$ cat src/rtl/fifo_write_arbiter.sv
// fifo_write_arbiter
//   Shares the single write port of a FIFO between NUM_REQ requesters using
//   round-robin arbitration with a per-grant burst limit. A credit counter
//   tracks free FIFO entries so that no write is ever issued into a full FIFO.
//   The FIFO read side returns credits via rd_pop, already synchronous to clk.
//
// Ports:
//   clk          single clock, all logic on posedge
//   Async_Reset  asynchronous, active-high reset
//   req          per-requester write request, held while data is pending
//   req_data     requester i data on bits [i*DATA_WIDTH +: DATA_WIDTH]
//   grant        registered current owner, one-hot or zero
//   ack          combinational, beat of the owner consumed this cycle
//   Wr_enable    registered FIFO write strobe
//   data_in      registered FIFO write data
//   rd_pop       one-cycle pulse per FIFO read, frees one entry
//   credits      free FIFO entries
//   busy         high while a grant is active (state BURST)
//   credit_err   sticky, rd_pop seen while the FIFO was already empty
module fifo_write_arbiter #(
  parameter int NUM_REQ    = 4,
  parameter int DATA_WIDTH = 8,
  parameter int ADDR_WIDTH = 2,
  parameter int MAX_BURST  = 4
) (
  input  logic                          clk,
  input  logic                          Async_Reset,
  input  logic [NUM_REQ-1:0]            req,
  input  logic [NUM_REQ*DATA_WIDTH-1:0] req_data,
  output logic [NUM_REQ-1:0]            grant,
  output logic [NUM_REQ-1:0]            ack,
  output logic                          Wr_enable,
  output logic [DATA_WIDTH-1:0]         data_in,
  input  logic                          rd_pop,
  output logic [ADDR_WIDTH:0]           credits,
  output logic                          busy,
  output logic                          credit_err
);

  localparam int IDX_W  = (NUM_REQ > 1) ? $clog2(NUM_REQ) : 1;
  localparam int BEAT_W = $clog2(MAX_BURST + 1);

  localparam logic [IDX_W-1:0]      LAST_REQ   = IDX_W'(NUM_REQ - 1);
  localparam logic [BEAT_W-1:0]     BEAT_LAST  = BEAT_W'(MAX_BURST - 1);
  localparam logic [BEAT_W-1:0]     BEAT_ONE   = BEAT_W'(1);
  localparam logic [ADDR_WIDTH:0]   DEPTH      = {1'b1, {ADDR_WIDTH{1'b0}}};
  localparam logic [ADDR_WIDTH:0]   ONE_CREDIT = {{ADDR_WIDTH{1'b0}}, 1'b1};

  typedef enum logic {
    IDLE  = 1'b0,
    BURST = 1'b1
  } state_t;

  state_t                  state_q, state_d;
  logic [NUM_REQ-1:0]      grant_q, grant_d;
  logic [IDX_W-1:0]        last_winner_q, last_winner_d;
  logic [BEAT_W-1:0]       beat_q, beat_d;
  logic                    wr_enable_q, wr_enable_d;
  logic [DATA_WIDTH-1:0]   data_in_q, data_in_d;
  logic [ADDR_WIDTH:0]     credits_q, credits_d;
  logic                    credit_err_q, credit_err_d;

  logic                    winner_found;
  logic [IDX_W-1:0]        winner_idx;
  logic                    owner_req;
  logic                    owner_grant;
  logic [DATA_WIDTH-1:0]   owner_data;
  logic                    ack_any;

  // Round-robin search: first look at requesters above the last winner,
  // then wrap around to the ones at or below it.
  always_comb begin
    winner_found = 1'b0;
    winner_idx   = '0;
    for (int j = 0; j < NUM_REQ; j++) begin
      if (!winner_found && req[j] && (IDX_W'(j) > last_winner_q)) begin
        winner_found = 1'b1;
        winner_idx   = IDX_W'(j);
      end
    end
    for (int j = 0; j < NUM_REQ; j++) begin
      if (!winner_found && req[j] && (IDX_W'(j) <= last_winner_q)) begin
        winner_found = 1'b1;
        winner_idx   = IDX_W'(j);
      end
    end
  end

  // The owner of an active grant is always the last winner, so its request,
  // grant bit and data are selected by last_winner_q.
  always_comb begin
    owner_req   = 1'b0;
    owner_grant = 1'b0;
    owner_data  = '0;
    for (int j = 0; j < NUM_REQ; j++) begin
      if (IDX_W'(j) == last_winner_q) begin
        owner_req   = req[j];
        owner_grant = grant_q[j];
        owner_data  = req_data[j*DATA_WIDTH +: DATA_WIDTH];
      end
    end
  end

  // A beat is consumed only when the owner still requests and a FIFO entry
  // is known to be free.
  always_comb begin
    ack_any = (state_q == BURST) && owner_grant && owner_req && (credits_q != '0);
    ack     = '0;
    for (int j = 0; j < NUM_REQ; j++) begin
      if (IDX_W'(j) == last_winner_q) begin
        ack[j] = ack_any;
      end
    end
  end

  // Next-state and registered-output logic of the arbitration FSM.
  always_comb begin
    state_d       = state_q;
    grant_d       = grant_q;
    last_winner_d = last_winner_q;
    beat_d        = beat_q;
    wr_enable_d   = 1'b0;
    data_in_d     = data_in_q;

    unique case (state_q)
      IDLE: begin
        if (winner_found) begin
          for (int j = 0; j < NUM_REQ; j++) begin
            grant_d[j] = (IDX_W'(j) == winner_idx);
          end
          last_winner_d = winner_idx;
          beat_d        = '0;
          state_d       = BURST;
        end
      end
      BURST: begin
        if (ack_any) begin
          wr_enable_d = 1'b1;
          data_in_d   = owner_data;
          beat_d      = beat_q + BEAT_ONE;
        end
        // Grant ends on the last allowed beat or when the owner withdraws;
        // with no credits and req still high the grant simply stalls.
        if ((ack_any && (beat_q == BEAT_LAST)) || !owner_req) begin
          state_d = IDLE;
          grant_d = '0;
        end
      end
      default: begin
        state_d = IDLE;
        grant_d = '0;
      end
    endcase
  end

  // Credit counter: a simultaneous ack and pop cancel out; a pop with the
  // FIFO already empty is flagged and never pushes credits above depth.
  always_comb begin
    credits_d    = credits_q;
    credit_err_d = credit_err_q;
    if (rd_pop && (credits_q == DEPTH)) begin
      credit_err_d = 1'b1;
    end
    if (ack_any && !rd_pop) begin
      credits_d = credits_q - ONE_CREDIT;
    end else if (rd_pop && !ack_any && (credits_q != DEPTH)) begin
      credits_d = credits_q + ONE_CREDIT;
    end
  end

  // Reset abandons any burst in flight; the credit of an acked beat that
  // never reached the FIFO is restored by the full-depth reset value.
  always_ff @(posedge clk or posedge Async_Reset) begin
    if (Async_Reset) begin
      state_q       <= IDLE;
      grant_q       <= '0;
      last_winner_q <= LAST_REQ;
      beat_q        <= '0;
      wr_enable_q   <= 1'b0;
      data_in_q     <= '0;
      credits_q     <= DEPTH;
      credit_err_q  <= 1'b0;
    end else begin
      state_q       <= state_d;
      grant_q       <= grant_d;
      last_winner_q <= last_winner_d;
      beat_q        <= beat_d;
      wr_enable_q   <= wr_enable_d;
      data_in_q     <= data_in_d;
      credits_q     <= credits_d;
      credit_err_q  <= credit_err_d;
    end
  end

  assign grant      = grant_q;
  assign Wr_enable  = wr_enable_q;
  assign data_in    = data_in_q;
  assign credits    = credits_q;
  assign busy       = (state_q == BURST);
  assign credit_err = credit_err_q;

endmodule

$ cat config.mk
export PLATFORM = sky130hd
export DESIGN_NAME = fifo_write_arbiter
export DESIGN_NICKNAME = d
export VERILOG_FILES = /design/src/rtl/fifo_write_arbiter.sv
export SDC_FILE = /design/constraint.sdc
export NUM_CORES = 1
export LEC_CHECK = 0
export BUFFER_PORTS_ARGS = -buffer_cell sky130_fd_sc_hd__buf_2
export CAP_MARGIN = 20
export CORE_MARGIN = 2
export CORE_UTILIZATION = 30
export CTS_BUF_LIST = sky130_fd_sc_hd__clkbuf_8 sky130_fd_sc_hd__clkbuf_16
export DETAILED_ROUTE_END_ITERATION = 10
export PLACE_DENSITY_LB_ADDON = 0.3
export SYNTH_ARGS = -nofsm -noshare
export SYNTH_HDL_FRONTEND = slang
export SYNTH_SLANG_ARGS = --single-unit
export TNS_END_PERCENT = 20
$ cat constraint.sdc
create_clock -name clk -period 4.39 [get_ports clk]
set_input_delay 0 -clock clk [delete_from_list [all_inputs] [get_ports clk]]
set_output_delay 0 -clock clk [all_outputs]
set_load 0.005 [all_outputs]
== Word level (Yosys, flattened, before mapping) ==
Cells that the tools add are included.

* Memories: 0
* Bits in latches: 0
* Memory bits (read-only): 0
* Memory bits (writable): 0
* Register bits after elaboration: 23

* Reductions and logical operators: 42
* Add/sub/neg operators: 3
* Magnitude comparators: 8
* Div/mod/pow operators: 0
* Bitwise logic cells: 1
* Mux-type cells: 44
* Multiply operators: 0
* Shift operators: 0
* Eq/ne operators: 12

{| class="wikitable"
|+ Operators with widths
! kind !! count
|-
| $mux 8 || 4
|-
| $mux 1 || 25
|-
| $logic_and 1x1->1 || 23
|-
| $mux 2 || 6
|-
| $mux 3 || 4
|-
| $logic_not 1->1 || 10
|-
| $eq 2x2->1 const A || 4
|-
| $mux 4 || 2
|-
| $pmux 4 s2 || 1
|-
| $reduce_and 2->1 || 4
|-
| $add 3x1->3 const B || 2
|-
| $pmux 3 s2 || 1
|-
| $eq 1x2->1 const A || 2
|-
| $gt 1x2->1 const A || 2
|-
| $gt 2x2->1 const A || 2
|-
| $le 1x2->1 const A || 2
|-
| $le 2x2->1 const A || 2
|-
| $logic_not 2->1 || 2
|-
| $ne 2x1->1 const B || 2
|-
| $eq 3x2->1 const B || 1
|-
| $eq 3x3->1 const B || 1
|-
| $ne 3x3->1 const B || 1
|-
| $reduce_bool 3->1 || 1
|-
| $sub 3x1->3 const B || 1
|-
| 5 further kinds || 5
|}

== Depth between registers and ports, before layout ==
Gate-level depths: netlist of the first run.

* Depth in word-level cells: 34
* Gate-level depth with buffers: 11
* Mapped depth without buffers: 9

== Worst setup path after synthesis of the first run ==
Ideal clock, no wire load.

* Path type: register to register
* Start: register last_winner_q[1]
* End: register credits_q[2], in the netlist credits[2]
* Clock period less this slack: 2.588 ns
* Stages on the path, launching flop included: 11
* Required time: 4.309 ns
* Data arrival time: 2.506 ns
* Slack: 1.802 ns
* Path through: dfstp_2 -> buf_6 -> nand2_2 -> o22ai_4 -> o311ai_4 -> buf_6 -> or2_1 -> fa_1 -> nand2b_1 -> or3_1 -> o211ai_1

* Word-level cells in the longest chain between the ends: 12
* Elaborated cells on any way between the ends: 21

{| class="wikitable"
|+ RTL lines
! what !! RTL line !! RTL
|-
| from (decl) || 56 || <nowiki>logic [IDX_W-1:0] last_winner_q, last_winner_d;</nowiki>
|-
| from (signal assigned) || 186 || <nowiki>last_winner_q <= last_winner_d;</nowiki>
|-
| $logic_not 2->1 || 96 || <nowiki>if (IDX_W'(j) == last_winner_q) begin</nowiki>
|-
| $mux 1 (4 in series) || 96 ||
|-
| $logic_and 1x1->1 || 107 || <nowiki>ack_any = (state_q == BURST) && owner_grant && owner_req && (credits_q != '0);</nowiki>
|-
| $logic_and 1x1->1 * (2 in series) || 107 ||
|-
| $logic_not 1->1 || 166 || <nowiki>end else if (rd_pop && !ack_any && (credits_q != DEPTH)) begin</nowiki>
|-
| $logic_and 1x1->1 (2 in series) || 166 ||
|-
| $reduce_bool 2->1 (no line) || -- ||
|-
| to (signal assigned) || 190 || <nowiki>credits_q <= credits_d;</nowiki>
|-
| to (decl) || 60 || <nowiki>logic [ADDR_WIDTH:0] credits_q, credits_d;</nowiki>
|}

Mark *: on every way between the ends. The rest lies on a longest branch, timed or not.
A chain may end at the register's enable or synchronous reset.

== Final worst setup path of the first run ==
* Start: register last_winner_q[0]
* End: register credits_q[2], in the netlist credits[2]

Same word-level chain as after synthesis.

==> impl_metrics.ini, run 1 <==
[run_status]
status = finished, final reports clean

[logic_synthesis]
synthFlopType = dfrtp_1
synth-seq-cells = 23
syn_nets = 178
yosys-top-cells-area = dfrtp_1 (33%), mux4_2 (13%), mux2_2 (5.9%)
synth_area_leader_cell = dfrtp_1
syn_area_mm2 = 0.00153
synth_edf_count = 0
syn_area_per_cell_um2 = 11.3
synthArstFlopShare_pct = 100
postSynthCellCount = 136
synth_top_area_share_pct = 32.7
yosysWarnings = 0
ys_seq_area_share_pct = 37.8
synth_cell_type_count = 47

[sta]
finalWorstSetupSlack_ns = 1.46
finalSetupViolCount = 0
period_needed_ns = 2.93
tightest_slew_ns = 0.861
drv_slew = 0
timing.fmax_mhz = 341
grt_setup_unrepaired = false
skew_ns = 0.00533
max_slew_margin_pct = 42.6
fin_tns_setup_ns = 0
fin_crit_sh_pct = 66.8
hold_viol_final = 0

[drt]
antenna_left = 0
wl_per_cell_um = 12.8
drcViolationCount = 0
wirelength_mm = 3.36
drt_iter0_drc = 65
vias_per_cell = 4.79
via_count = 1256
drt-pass1-iter-count = 4

[power]
power.density_mw_per_mm2 = 573
p_leak_uw = 0.000924
finalPower_uw = 1100
vdd_drop_max_uv = 163

[clocking]
cts_setup_buffers = 0
clk_pin_slew_worst_paths_ns = 0.08
clk_latency_ns = 0.27
cts_max_path_buffers = 2
cts-buffers-inserted = 3
cts_sinks = 23
cts_tree = done
cts_root_buf = clkbuf_8
ctsResizeCount = 0
htreeDepth = 1

[global_route]
grt_usage_pct = 13.1
grt_pass1_vias = 1259
grt_max_degree = 24
antenna_found_initial = 0
grt_overflow = 0
grt_pass1_wl_mm = 5.66

[floorplanning]
io_pins = 61
start_util_pct = 30.6
fp-row-count = 26
die_h_um = 75.5
dieWidth_um = 75.5
die_area_mm2 = 0.00570
coreArea_mm2 = 0.00501

[setup_path]
worstSetupEndpointType = flip-flop
cp.required_ns = 4.58
slowest_stage = dfstp_2
startpoint_type = flip-flop
crit_path_cell_trace = mux2i_1 > o22ai_4 > o311ai_4 > or2_1 > fa_1 > nand2b_1 > or3_1 > o211ai_1
path_class = flip-flop to flip-flop
rr_worst_depth = 8
critPathTopFamily = simple AND/OR/NAND/NOR gates
rrSetupSlack_ns = 1.46
r2r_start = last_winner_q[0]
cp_num_buf_inv = 0
cp_slowest_stage_delay_ns = 0.78
cp_max_fo = 18
cp.arrival_ns = 3.13
r2r_end = credits[2]
crit_path_start = last_winner_q[0]

[layout]
area_growth_syn_to_layout_pct = 25.2
fin_cells = 262
n_fill_cell = 534
fin_nets = 235
drive_above_1_share_pct = 49.5
diodes = 0

[placed_design]
hpwl_mm = 2.66
dp_cells = 257
gp_congestion = 0.765
port_buffers = 60
place_ws_ns = 1.43

[run]
drv_cap = 0

[hold_path]
hp-class = primary input to flip-flop
hp-start = req[1]
holdPathStages = 3
whs_endpoint = grant[1]
==> cell type report <==
type	count	area, µm²	area share, %
clock buffers	3	41.3	2.15
well taps	70	87.6	4.56
repair buffers	61	310	16.2
multi-input cells	91	845	44.0
flip-flops and latches	23	579	30.2
clock inverters	1	5.00	0.261
inverters	13	51.3	2.67
==> per-layer routing <==
| layer | vias up | GRT usage [%] | wire [µm] |
|---|---|---|---|
| li1 | 609 | - | - |
| met1 | 596 | 16.2 | 1410 |
| met2 | 38 | 21.4 | 1670 |
| met3 | 13 | 2.78 | 152 |
| met4 | 0 | 7.41 | 135 |
| met5 | - | 0 | 0 |
==> power by group <==
part           switching (µW)  internal, µW
sequential                134           309
clock                    68.1          63.4
combinational             235           291
==> synth_stat cells, types with 2 or more instances <==
cell,number
o22ai_1,3
buf_6,2
clkbuf_1,4
a31oi_1,2
mux2_2,8
nor2b_1,2
inv_1,12
buf_4,2
mux4_2,9
and3_1,3
nand2_1,6
nand3_1,3
mux2i_1,4
dfstp_2,3
nor3_1,4
dfrtp_1,20
a21oi_1,4
ha_1,2
nand2b_1,6
nor2_1,6
o21ai_0,5
==> timing repair <==
| item | in CTS | in global routing |
|---|---|---|
| setup endpoints to repair | 0 | 0 |
| hold buffers | 1 | 0 |
| hold endpoints to repair | 20 | 0 |
==> worst max path at each step <==
stage            endpoint  slack [ns]  cells after the start
6_report       credits[2]        1.46                      8
5_1_grt        credits[2]        1.22                      8
4_1_cts        credits[2]        1.41                      8
3_5_place_dp   credits[2]        1.43                      8
3_3_place_gp   credits[2]        1.46                      8
2_1_floorplan  credits[2]        1.80                     10
==> tightest hold or removal path: stages <==
cell     delay (ns)
buf_2          0.14
a21oi_1        0.13
o32ai_1        0.08
==> sequential cells by signal, indices dropped and copies added, names as in the netlist <==
register       cells
busy               1
grant              4
credit_err         1
beat_q             3
Wr_enable          1
credits            3
data_in            8
last_winner_q      2
==> cell families after synthesis <==
family / synth area share [%]
xor gates and xnor gates: 1.63
muxes: 22.7
adders and majority gates: 2.94
buffers and inverters: 7.10
and+or+nand+nor: 13.4
DFF: 37.8
AOI/OAI and AO/OA: 14.5
==> placed cells by master, fill, tap and decap left out, types with 5 or more instances in the layout <==
cell type,n
buf_2,60
dfrtp_1,20
inv_1,12
mux4_2,9
mux2_2,8
nor2_1,6
nand2b_1,6
nand2_1,6
o21ai_0,5
==> metrics by stage <==
step	area, µm²	hold slack [ns]	util [%]
global placement	1860	0.227	37.2
detailed placement	1860	0.228	37.2
CTS	1920	0.121	38.3
finish	1920	0.129	38.3
floorplan	1530	-0.000300	-
global route	1920	0.154	38.3
No activity file was read; power rests on OpenSTA's default activity.
==> run 2, diff against run 1 <==
Settings changed: ABC_AREA set to 1.
Clock period 4.39 ns to 3 ns, I/O delays scaled along.
==> run 2 against run 1 <==
Effect of this change:
- first-iteration DRC count increased by 40%
- critical path type unchanged
- synthesized area decreased by 3.7%
- clock power increased by 47%
- via count increased by 19%
- cell count increased by 24%
- critical endpoint is now credits[1]
- largest cell class unchanged
- sequential share of layout area increased by 0.95 points
- total power increased by 58%
- sequential power increased by 31%
- hold slack got worse by 0.10 ns
- synthesized cell count increased by 47%
- clock skew decreased by 0.0023 ns
==> impl_metrics.ini, run 2 <==
[sta]
max_slew_margin_pct = 42.4
timing.fmax_mhz = 442
fin_tns_setup_ns = 0
drv_slew = 0
fin_crit_sh_pct = 75.4
grt_setup_unrepaired = false
period_needed_ns = 2.26
skew_ns = 0.00300
tightest_slew_ns = 0.863
hold_viol_final = 0
finalSetupViolCount = 0

[logic_synthesis]
yosysWarnings = 0
syn_nets = 242
synth_cell_type_count = 28
synth_top_area_share_pct = 33.9
syn_area_per_cell_um2 = 7.38
synth_common_cells = nand2_1 (68), nand3_1 (27), inv_1 (21)
yosys-top-cells-area = dfrtp_1 (34%), nand2_1 (17%), nand3_1 (9.2%)
synth_edf_count = 0
synth.most_common_cell = nand2_1
synth_area_leader_cell = dfrtp_1
syn_area_mm2 = 0.00148
ys_seq_area_share_pct = 39.2
synth-seq-cells = 23
postSynthCellCount = 200
synthArstFlopShare_pct = 100
synthFlopType = dfrtp_1

[clocking]
ctsResizeCount = 0
cts_root_buf = clkbuf_8
cts_tree = done
cts_sinks = 23
clk_pin_slew_worst_paths_ns = 0.08
htreeDepth = 1
cts-buffers-inserted = 3
cts_max_path_buffers = 2
clk_latency_ns = 0.26

[floorplanning]
start_util_pct = 31.3
die_area_mm2 = 0.00550
io_pins = 61
fp-row-count = 25
coreArea_mm2 = 0.00472
dieWidth_um = 74.2
die_h_um = 74.2

[layout]
multiInputGateArea_um2 = 749
diodes = 0
area_growth_syn_to_layout_pct = 26.0
final_cell_mix = nand2_1 (68), buf_2 (60), nand3_1 (27)
fin_nets = 301
drive_above_1_share_pct = 31.8
largest_reg_flops = 8
final_common_cell = nand2_1
n_fill_cell = 501
seq_area_um2 = 579
fin_util_pct = 39.4

[drt]
vias_per_cell = 4.60
wirelength_mm = 3.75
top_layer_used = met4
wl_per_cell_um = 11.5
wl_met2_mm = 1.69
via_count = 1495
drt_iter0_drc = 91
antenna_left = 0
drcViolationCount = 0
wl_met1_mm = 1.72
drt-pass1-iter-count = 4
wl_met3_um = 330

[placed_design]
hpwl_mm = 2.95
gp_congestion = 0.819
port_buffers = 60

[run_status]
status = finished, final reports clean

[setup_path]
startpoint_type = flip-flop
cp_max_fo = 16
r2r_start = last_winner_q[0]
worstSetupEndpointType = flip-flop
rrSetupSlack_ns = 0.74
cp.required_ns = 3.16
path_class = flip-flop to flip-flop
cp.arrival_ns = 2.42
rr_worst_depth = 9
r2r_end = credits[1]

[power]
power_frac_comb_pct = 55.6
power.density_mw_per_mm2 = 936
pwr-share-seq_pct = 33.3
power_frac_clock_pct = 11.1
switchingPower_uw = 844
vdd_drop_max_uv = 451
p_leak_uw = 0.00104
p_int_uw = 898
swShare_pct = 48.4

[hold_path]
whs_endpoint = data_in[0]
holdPathStages = 3
hp-class = primary input to flip-flop
hp-start = req_data[24]

[global_route]
grt_pass1_wl_mm = 6.34
grt_pass1_vias = 1413
antenna_found_initial = 0
grt_max_degree = 26
grt_overflow = 0
grt_usage_pct = 14.7

[run]
drv_cap = 0
[run 2: changes by cell type after synthesis, sizes merged, moves of 7 or more]
| cell | change |
|---|---|
| nand3 | +25 |
| mux4 | -9 |
| o21ai | +14 |
| nand2 | +65 |
| nand2b | -7 |
| inv | +11 |
| mux2 | -9 |
[run 2: power by group through the flow]
| stage | clock network, µW | registers [µW] | logic, µW |
|---|---|---|---|
| global placement | 0 | 584 | 957 |
| CTS | 200 | 581 | 979 |
| global route | 217 | 600 | 1120 |
| detailed placement | 0 | 585 | 972 |
| floorplan | 0 | 528 | 787 |
| finish | 193 | 580 | 968 |
[run 2: timing repair]
item | 4_1_cts | 5_1_grt
buffers inserted | 0 | 0
endpoints found under the hold margin | 20 | 0
hold buffers | 1 | 0
[run 2: worst max-delay path by stage]
stage                startpoint         end  slack, ns  cells after the start
6_report       last_winner_q[0]  credits[1]       0.74                      9
3_5_place_dp   last_winner_q[0]  credits[1]       0.77                      9
4_1_cts        last_winner_q[0]  credits[1]       0.75                      9
5_1_grt        last_winner_q[0]  credits[1]       0.54                      9
3_3_place_gp   last_winner_q[0]  credits[1]       0.85                      9
2_1_floorplan  last_winner_q[0]  credits[1]       1.08                     10
[run 2: per-stage QoR]
step	instance area [µm²]	total power [µW]	hold WS (ns)	setup slack (ns)	std cells
after floorplan	1480	1310	-0.000300	1.08	200
after global placement	1810	1540	0.223	0.850	320
after detailed placement	1810	1560	0.238	0.765	320
after CTS	1860	1760	0.0184	0.751	325
after global routing	1860	1940	0.0272	0.537	325
final	1860	1740	0.0268	0.737	325
[run 2: kinds of logic (layout without fill, tap and decap cells)]
family          after synthesis  in the layout  share of synthesized area (%)
simple gates                113            113                           35.8
fa+ha+maj                     3              3                           3.05
flops                        23             23                           39.2
compound gates               30             30                           11.9
buf+inv                      31             89                           10.0
[run 2: cell type report]
cell class	instances	area share [%]
clock buffer	3	2.22
clock inverter	1	0.202
inverter	24	4.98
multi-input combinational	146	40.3
sequential	23	31.1
tap	67	4.51
timing repair buffer	61	16.7
[run 2: metal layers]
layer | vias to the layer above | GRT usage [%]
met5 | - | 0
met4 | 0 | 1.21
met3 | 2 | 5.15
met2 | 53 | 24.6
met1 | 674 | 19.3
li1 | 766 | -
[run 2: critical path, stage by stage, from the launching register on]
cell and delay [ns]:
dfstp_2 0.76, nand2_4 0.15, inv_4 0.12, nand2_1 0.08, a21oi_1 0.20, nand3_1 0.19
fa_1 0.52, inv_1 0.04, nand2_1 0.05, o21ai_1 0.05
==> run 3, diff against run 2 <==
Settings changed: ABC_AREA 1 to 0.
Clock period 3 ns to 2.1 ns, I/O delays scaled along.
==> run 3 against run 2 <==
Effect of this change:
- the flow now finishes with violations (negative setup slack)
- clock-buffer cell count unchanged
- combinational power is 49% higher
- largest cell class unchanged
- die area is 3.6% higher
- largest power group unchanged
- utilization rose by 1.4 points
- routed wire length is 6.4% lower
- sequential share of layout area down 2.8 points
- total power is 44% higher
- highest routed layer unchanged
- critical path depth is 3 lower
- flip-flop and latch count unchanged
==> impl_metrics.ini, run 3 (synthesis gave the netlist of run 1 again) <==
[global_route]
grt_max_degree = 24
grt_overflow = 0
grt_usage_pct = 14.0
antenna_found_initial = 0
grt_pass1_wl_mm = 6.08
grt_pass1_vias = 1370

[setup_path]
crit_end = credits[1]
worstSetupEndpointType = flip-flop
cp.required_ns = 2.28
crit_path_start = last_winner_q[1]
path_class = flip-flop to flip-flop
r2r_end = credits[1]
startpoint_type = flip-flop
r2r_start = last_winner_q[1]
cp.arrival_ns = 2.47
rrSetupSlack_ns = -0.19
cp_max_fo = 3
rr_worst_depth = 6

[drt]
antenna_left = 0
wirelength_mm = 3.51
vias_per_cell = 4.71
drt_iter0_drc = 57
drcViolationCount = 0
drt-pass1-iter-count = 4
wl_per_cell_um = 12.7
via_count = 1299

[clocking]
cts-buffers-inserted = 3
clk_latency_ns = 0.26
htreeDepth = 1
cts_tree = done
cts_max_path_buffers = 2
clk_pin_slew_worst_paths_ns = 0.08
cts_sinks = 23
cts_root_buf = clkbuf_8

[layout]
largest_reg_flops = 8
final_cell_mix = buf_2 (60), dfrtp_1 (20), buf_4 (14)
n_fill_cell = 512
area_growth_syn_to_layout_pct = 33.3
fin_nets = 249
final_common_cell = buf_2
seq_area_um2 = 579
multiInputGateArea_um2 = 863
drive_above_1_share_pct = 54.9
diodes = 0
fin_util_pct = 40.8

[sta]
drv_slew = 0
finalWorstSetupSlack_ns = -0.195
grt_setup_unrepaired = true
skew_ns = 0.00313
hold_viol_final = 0
timing.fmax_mhz = 436
tightest_slew_ns = 0.894
fin_crit_sh_pct = 109
max_slew_margin_pct = 40.3
finalSetupViolCount = 4
period_needed_ns = 2.29

[power]
p_leak_uw = 0.00100
power.density_mw_per_mm2 = 1230
vdd_drop_max_uv = 348

[floorplanning]
dieWidth_um = 75.5
die_h_um = 75.5
die_area_mm2 = 0.00570
start_util_pct = 30.6
coreArea_mm2 = 0.00501
fp-row-count = 26
io_pins = 61

[run]
drv_cap = 0

[placed_design]
gp_congestion = 0.770
place_ws_ns = -0.175
port_buffers = 60
hpwl_mm = 2.76

[run_status]
status = finished, violations left
violations = negative setup slack

[hold_path]
hp-class = primary input to flip-flop
-- run 3: worst min-delay path by stage --
stage	start	to	slack [ns]	depth (start not counted)
after floorplan	Async_Reset	Wr_enable	-0.0003	1
after global placement	Async_Reset	data_in[5]	0.24	2
after detailed placement	Async_Reset	data_in[5]	0.24	2
after CTS	req[1]	grant[1]	0.13	3
after global routing	req_data[29]	data_in[5]	0.17	3
final	req[1]	grant[1]	0.14	3
-- run 3: layout make-up --
| class | instances | area share, % |
|---|---|---|
| Clock inverter | 1 | 0.245 |
| Multi-Input combinational cell | 91 | 42.3 |
| Tap cell | 70 | 4.29 |
| Inverter | 13 | 2.51 |
| Sequential cell | 23 | 28.4 |
| Timing Repair Buffer | 75 | 20.3 |
| Clock buffer | 3 | 2.02 |
-- run 3: critical path, stage by stage, from the launching register on --
cell and delay [ns]:
dfstp_2 0.56, mux4_2 0.55, o311ai_4 0.11, or2_1 0.16, fa_2 0.44, o21bai_1 0.18, a221oi_2 0.21
-- run 3: routing by layer --
metal	up-vias	global-route usage [%]	share of wire, %	routed length [µm]
met3	7	1.72	1.9	68
met5	-	0	0	0
met1	633	17.0	41	1440
li1	641	-	-	-
met4	0	6.43	2.4	83
met2	18	24.5	55	1910
-- run 3: timing repair --
| item | in CTS | in global routing |
|---|---|---|
| hold buffers | 1 | 0 |
| gates cloned | 0 | 0 |
| resized for setup | 0 | 1 |
| setup buffers | 0 | 1 |
| setup endpoints to repair | 4 | 4 |
| hold endpoints to repair | 20 | 0 |
-- run 3: power breakdown --
group	leakage, µW	internal (µW)	switching (µW)	total (µW)
clock network	0.0000255	132	146	279
registers	0.000285	644	156	800
logic	0.000689	776	661	1440
-- run 3: metrics by stage --
stage | std cells | total power [µW] | TNS (ns) | hold WS, ns | area (µm²)
finish | 276 | 2510 | -0.350 | 0.145 | 2040
global route | 276 | 2730 | -0.691 | 0.173 | 2040
CTS | 275 | 2530 | -0.441 | 0.133 | 2030
detailed placement | 270 | 2240 | -0.323 | 0.241 | 1970
global placement | 270 | 2230 | -0.225 | 0.243 | 1970
floorplan | 136 | 1760 | -0.800 | -0.000300 | 1550
